`src/rtl/fetch_pkg.sv`:
```
`default_nettype none
// ---------------------------------------------------------------------------
// fetch_pkg : shared types and constants for the instruction fetch slice
// Revision  : 1.0
// ---------------------------------------------------------------------------
package fetch_pkg;

  localparam logic [3:0] OPC_HLT = 4'hF;

  typedef enum logic [0:0] {
    FETCH  = 1'b0,
    HALTED = 1'b1
  } fetch_state_t;

  function automatic logic is_hlt(input logic [15:0] word);
    return word[15:12] == OPC_HLT;
  endfunction

endpackage
`default_nettype wire

```
`src/rtl/fetch_queue.sv`:
```
`default_nettype none
// ---------------------------------------------------------------------------
// fetch_queue : in-order FIFO holding fetched {instr, pc} entries
// Revision    : 1.0
// ---------------------------------------------------------------------------
module fetch_queue #(
  parameter int WIDTH = 32,
  parameter int DEPTH = 2
) (
  input  logic                     clk,
  input  logic                     rst,
  input  logic                     push,
  input  logic [WIDTH-1:0]         push_data,
  input  logic                     pop,
  input  logic                     flush,
  output logic [WIDTH-1:0]         head,
  output logic [$clog2(DEPTH):0]   count,
  output logic                     full,
  output logic                     empty
);

  localparam int c_PTR_W = $clog2(DEPTH);

  logic [WIDTH-1:0]   r_mem [DEPTH];
  logic [c_PTR_W-1:0] r_wptr;
  logic [c_PTR_W-1:0] r_rptr;
  logic [c_PTR_W:0]   r_count;
  logic               w_push;
  logic               w_pop;

  assign full   = (r_count == (c_PTR_W+1)'(DEPTH));
  assign empty  = (r_count == '0);
  assign count  = r_count;
  assign head   = r_mem[r_rptr];
  assign w_push = push & ~full;
  assign w_pop  = pop & ~empty;

  // Storage is cleared on reset so the head reads 0 while reset is held.
  always_ff @(posedge clk or posedge rst) begin
    if (rst) begin
      r_wptr  <= '0;
      r_rptr  <= '0;
      r_count <= '0;
      for (int i = 0; i < DEPTH; i++) r_mem[i] <= '0;
    end else if (flush) begin
      r_wptr  <= '0;
      r_rptr  <= '0;
      r_count <= '0;
    end else begin
      if (w_push) begin
        r_mem[r_wptr] <= push_data;
        r_wptr        <= r_wptr + c_PTR_W'(1);
      end
      if (w_pop) r_rptr <= r_rptr + c_PTR_W'(1);
      case ({w_push, w_pop})
        2'b10:   r_count <= r_count + (c_PTR_W+1)'(1);
        2'b01:   r_count <= r_count - (c_PTR_W+1)'(1);
        default: r_count <= r_count;
      endcase
    end
  end

endmodule
`default_nettype wire

```
`src/rtl/inst_fetch_ctrl.sv`:
```
`default_nettype none
// ---------------------------------------------------------------------------
// inst_fetch_ctrl : PC, issue and redirect control for single-cycle imem
// Revision        : 1.0
// ---------------------------------------------------------------------------
module inst_fetch_ctrl
  import fetch_pkg::*;
#(
  parameter int                    ADDR_WIDTH = 16,
  parameter int                    DEPTH      = 2,
  parameter logic [ADDR_WIDTH-1:0] RESET_PC   = '0
) (
  input  logic                  clk,
  input  logic                  rst,
  output logic [ADDR_WIDTH-1:0] mem_addr,
  output logic                  mem_en,
  output logic                  mem_wr,
  output logic [15:0]           mem_data_out,
  input  logic [15:0]           mem_rdata,
  input  logic                  redirect_valid,
  input  logic [ADDR_WIDTH-1:0] redirect_pc,
  output logic [15:0]           instr,
  output logic [ADDR_WIDTH-1:0] instr_pc,
  output logic                  instr_valid,
  input  logic                  instr_ready,
  output logic                  halted
);

  typedef struct packed {
    logic [15:0]           instr;
    logic [ADDR_WIDTH-1:0] pc;
  } fetch_entry_t;

  localparam int c_CNT_W = $clog2(DEPTH) + 1;

  fetch_state_t          r_state;
  logic [ADDR_WIDTH-1:0] r_pc;
  logic [c_CNT_W-1:0]    w_count;
  logic                  w_full;
  logic                  w_empty;
  logic                  w_issue;
  logic                  w_pop;
  fetch_entry_t          w_push_entry;
  fetch_entry_t          w_head;
  logic                  w_unused_full;
  logic                  w_unused_rpc0;

  // rst gates issue combinationally so no read overlaps the memory image load.
  assign w_issue = (r_state == FETCH) & (w_count < c_CNT_W'(DEPTH))
                 & ~redirect_valid & ~rst;
  assign w_pop   = instr_valid & instr_ready;

  assign mem_en       = w_issue;
  assign mem_addr     = r_pc;
  assign mem_wr       = 1'b0;
  assign mem_data_out = '0;

  assign w_push_entry = '{instr: mem_rdata, pc: r_pc};
  assign instr        = w_head.instr;
  assign instr_pc     = w_head.pc;
  assign instr_valid  = ~w_empty;
  assign halted       = (r_state == HALTED);

  assign w_unused_full = w_full;
  assign w_unused_rpc0 = redirect_pc[0];

  fetch_queue #(
    .WIDTH ($bits(fetch_entry_t)),
    .DEPTH (DEPTH)
  ) u_queue (
    .clk       (clk),
    .rst       (rst),
    .push      (w_issue),
    .push_data (w_push_entry),
    .pop       (w_pop),
    .flush     (redirect_valid),
    .head      (w_head),
    .count     (w_count),
    .full      (w_full),
    .empty     (w_empty)
  );

  always_ff @(posedge clk or posedge rst) begin
    if (rst) begin
      r_pc    <= RESET_PC;
      r_state <= FETCH;
    end else if (redirect_valid) begin
      r_pc    <= {redirect_pc[ADDR_WIDTH-1:1], 1'b0};
      r_state <= FETCH;
    end else if (w_issue) begin
      r_pc <= r_pc + ADDR_WIDTH'(2);
      if (is_hlt(mem_rdata)) r_state <= HALTED;
    end
  end

endmodule
`default_nettype wire

```
`config.mk`:
```
export PLATFORM = sky130hd
export DESIGN_NAME = inst_fetch_ctrl
export DESIGN_NICKNAME = d
export VERILOG_FILES = /design/src/rtl/fetch_pkg.sv /design/src/rtl/fetch_queue.sv /design/src/rtl/inst_fetch_ctrl.sv
export SDC_FILE = /design/constraint.sdc
export NUM_CORES = 1
export LEC_CHECK = 0
export BUFFER_PORTS_ARGS = -buffer_cell sky130_fd_sc_hd__clkbuf_2
export CAP_MARGIN = 20
export CORE_MARGIN = 4
export CORE_UTILIZATION = 53
export DETAILED_ROUTE_END_ITERATION = 10
export GPL_TIMING_DRIVEN = 1
export PLACE_DENSITY = 0.8
export SETUP_SLACK_MARGIN = 0.02
export SLEW_MARGIN = 40
export SYNTH_ARGS = -nofsm -noshare
export SYNTH_HDL_FRONTEND = slang
export SYNTH_SLANG_ARGS = --single-unit
```
`constraint.sdc`:
```
create_clock -name clk -period 2.7 [get_ports clk]
set_input_delay 0.135 -clock clk [delete_from_list [all_inputs] [get_ports clk]]
set_output_delay 0.135 -clock clk [all_outputs]
set_load 0.02 [all_outputs]
```
==> results.sh <==
export IMPL_outcome="finished, final reports clean"
export IMPL_hold_path_class="input port to flip-flop"
export IMPL_dieArea_mm2=0.009203
export IMPL_die_x_um=95.93
export IMPL_hold_worst_slack_ns=0.02386
export IMPL_rsz0062_at_grt="no"
export IMPL_yosysWarnings=0
export IMPL_total_power_w=0.004665
export IMPL_min_period_over_period=0.7940
export IMPL_area_delta_synth_final_pct=18.26
export IMPL_synth_seq_cells=82
export IMPL_p_leak_nw=2.325
export IMPL_drcViolationCount=0
export IMPL_wl_per_cell_um=16.57
export IMPL_clockPowerShare=0.214
export IMPL_cts_hold_buf=11
export IMPL_ant_nets=0
export IMPL_clkLatencyLatePin_ns=0.35
export IMPL_cp_data_required_time_ns=2.94
export IMPL_setup_viol=0
export IMPL_crit_chain="or3_1 -> nor3_4 -> buf_12 -> mux2_2"
export IMPL_hpwlAfterDp_um=5664
export IMPL_synth_distinct_cells=34
export IMPL_max_clock_freq_mhz=466.5
export IMPL_power_frac_comb=0.368
export IMPL_irDropWorstVdd_uv=538.4
export IMPL_tritoncts_num_buffers=9
export IMPL_htreeDepth=3
export IMPL_cts_sinks=82
export IMPL_coreArea_mm2=0.007370
export IMPL_grt_max_degree=44
export IMPL_routed_wl_um=8234
export IMPL_critical_path_top_delay_family="simple AND/OR/NAND/NOR gates"
export IMPL_ctsResizeCount=0
export IMPL_syn_area_per_cell_um2=13.61
export IMPL_slowest_stage="or3_1"
export IMPL_syn_area_mm2=0.004098
export IMPL_slew_violations=0
export IMPL_arrival_ns=2.38
export IMPL_maxCapViolCount=0
export IMPL_drt_iter0_markers=87
export IMPL_fp_row_count=31
export IMPL_viasPerCell=5.221
export IMPL_seqPwrFrac=0.417
export IMPL_gp_congestion=0.7600
export IMPL_switching_power_w=0.001544
export IMPL_regArea_mm2=0.002052
export IMPL_powerDensity_mw_per_mm2=962.6
export IMPL_intPower_w=0.003121
export IMPL_path_clk_slew_ns=0.08
export IMPL_multi_input_area_mm2=0.001853
export IMPL_port_buffers=83
export IMPL_ys_seq_area_frac=0.5008
export IMPL_layout_common_cells="83 x clkbuf_2, 82 x dfrtp_1, 66 x mux2_2"
export IMPL_finalHoldViolCount=0
export IMPL_slew_headroom=0.5675
export IMPL_cts_tree="done"
export IMPL_cp_num_buf_inv=1
export IMPL_end_kind="flip-flop"
export IMPL_cts_path_max_buffers=2
export IMPL_max_stage_delay_ns=0.59
export IMPL_final_util=0.6576
export IMPL_syn_inst=301
export IMPL_grt_usage=0.1951
export IMPL_grt_pass1_wl_um=13540
export IMPL_fp_dieH_um=95.93
export IMPL_firstDrtPassIters=4
export IMPL_grt_ovfl_total=0
export IMPL_start_util=0.5560
export IMPL_drive_above_1_share=0.5352
export IMPL_antenna_found_initial=0
export IMPL_tightest_slew_ns=0.6481
export IMPL_io_pins=104
export IMPL_fin_worst_skew_ns=0.01116
export IMPL_fin_crit_ns=2.144
export IMPL_grt_pass1_vias=2663
export IMPL_start_kind="flip-flop"
export IMPL_post_cts_buffers=0
export IMPL_fillers=564
export IMPL_nNetsFinal=430
export IMPL_ctsRootBufferMaster="clkbuf_8"
export IMPL_setup_tns_ns=0
export IMPL_power_switching_share=0.3310
export IMPL_via_count=2595
export IMPL_path_class="flip-flop to flip-flop"
export IMPL_diodes=0
export IMPL_layout_commonest_cell="clkbuf_2"
export IMPL_crit_fanout=27
-- power by group through the flow --
stage          combinational, W  sequential (W)  clock, W
6_report                0.00172         0.00195   0.00100
2_1_floorplan           0.00134         0.00190         0
4_1_cts                 0.00174         0.00195   0.00102
3_5_place_dp            0.00172         0.00197         0
3_3_place_gp            0.00168         0.00193         0
5_1_grt                 0.00185         0.00200   0.00108
-- worst register-to-register path, cell delays in order, from the launching register on --
cell,delay [ns]
dfrtp_1,0.44
or3_1,0.59
nor3_4,0.37
buf_12,0.25
mux2_2,0.38
-- routing by layer --
metal / part of all wire / vias up / global-route usage / routed length [um]
met3: 0.063 / 8 / 0.05864 / 516
met2: 0.50 / 79 / 0.3208 / 4137
li1: - / 1199 / - / -
met5: 0 / - / 0 / 0
met4: 0.010 / 0 / 0.04265 / 82
met1: 0.42 / 1309 / 0.2556 / 3498
-- synth_stat cells (all sizes together) --
library cell | count | area (um2)
ha | 1 | 12.51
a21oi | 2 | 10.01
nor3b | 1 | 7.510
clkbuf | 6 | 22.52
nor4 | 6 | 75.07
nand2 | 16 | 67.56
mux2i | 1 | 10.01
or3 | 1 | 6.260
nor2 | 6 | 38.79
inv | 3 | 11.26
dfrtp | 82 | 2052
o21ai | 13 | 65.06
conb | 1 | 3.750
buf | 30 | 226.5
or4b | 2 | 20.02
mux2 | 97 | 1205
xor2 | 8 | 70.07
nor3 | 5 | 41.29
or2 | 1 | 6.260
xnor2 | 9 | 78.83
nand4 | 6 | 43.79
and4 | 1 | 8.760
nand3 | 3 | 15.01
-- layout make-up --
type,count,area share
inverter,3,0.002840
sequential,82,0.4234
multi-input combinational,198,0.3824
clock inverter,6,0.01859
tap,99,0.02556
timing repair buffer,99,0.1188
clock buffer,10,0.02840
-- flip-flops by register name, indices dropped and copies added, names as in the netlist --
name,cells
u_queue.r_wptr,1
u_queue.r_mem,62
u_queue.count,2
u_queue.r_rptr,1
halted,1
mem_addr,15
-- path summary, 6_finish.rpt --
check	from	slack (ns)	to	depth (start not counted)
max in group asynchronous	rst	1.52	u_queue.r_rptr$_DFFE_PP0P_	4
min	mem_rdata[6]	0.02	u_queue.r_mem[54]$_DFFE_PP0P_	2
max reg2reg	halted$_DFFE_PP0P_	0.56	u_queue.r_mem[34]$_DFFE_PP0P_	4
min in group asynchronous	rst	0.41	u_queue.r_mem[15]$_DFFE_PP0P_	3
max	halted$_DFFE_PP0P_	0.56	u_queue.r_mem[34]$_DFFE_PP0P_	4
min reg2reg	u_queue.r_mem[54]$_DFFE_PP0P_	0.50	u_queue.r_mem[54]$_DFFE_PP0P_	1
-- kinds of logic (layout without fill, tap and decap cells) --
kind of cell,after synthesis,count (layout),synth area share
mux,98,98,0.2965
flops,82,82,0.5008
simple gates,48,48,0.08061
buf+inv,39,118,0.06351
xor+xnor,17,17,0.03634
compound gates,15,15,0.01832
fa+ha+maj,1,1,0.003053
other cells,1,19,0.0009152
-- metrics by stage --
stage	std cells	instance area (um2)	worst slack, ns
floorplan	319	4165	0.4566
global placement	470	4507	0.5907
detailed placement	470	4507	0.5487
CTS	497	4845	0.5256
global route	497	4846	0.4294
finish	497	4846	0.5563
Note: power is estimated with default switching activity, not from simulation.
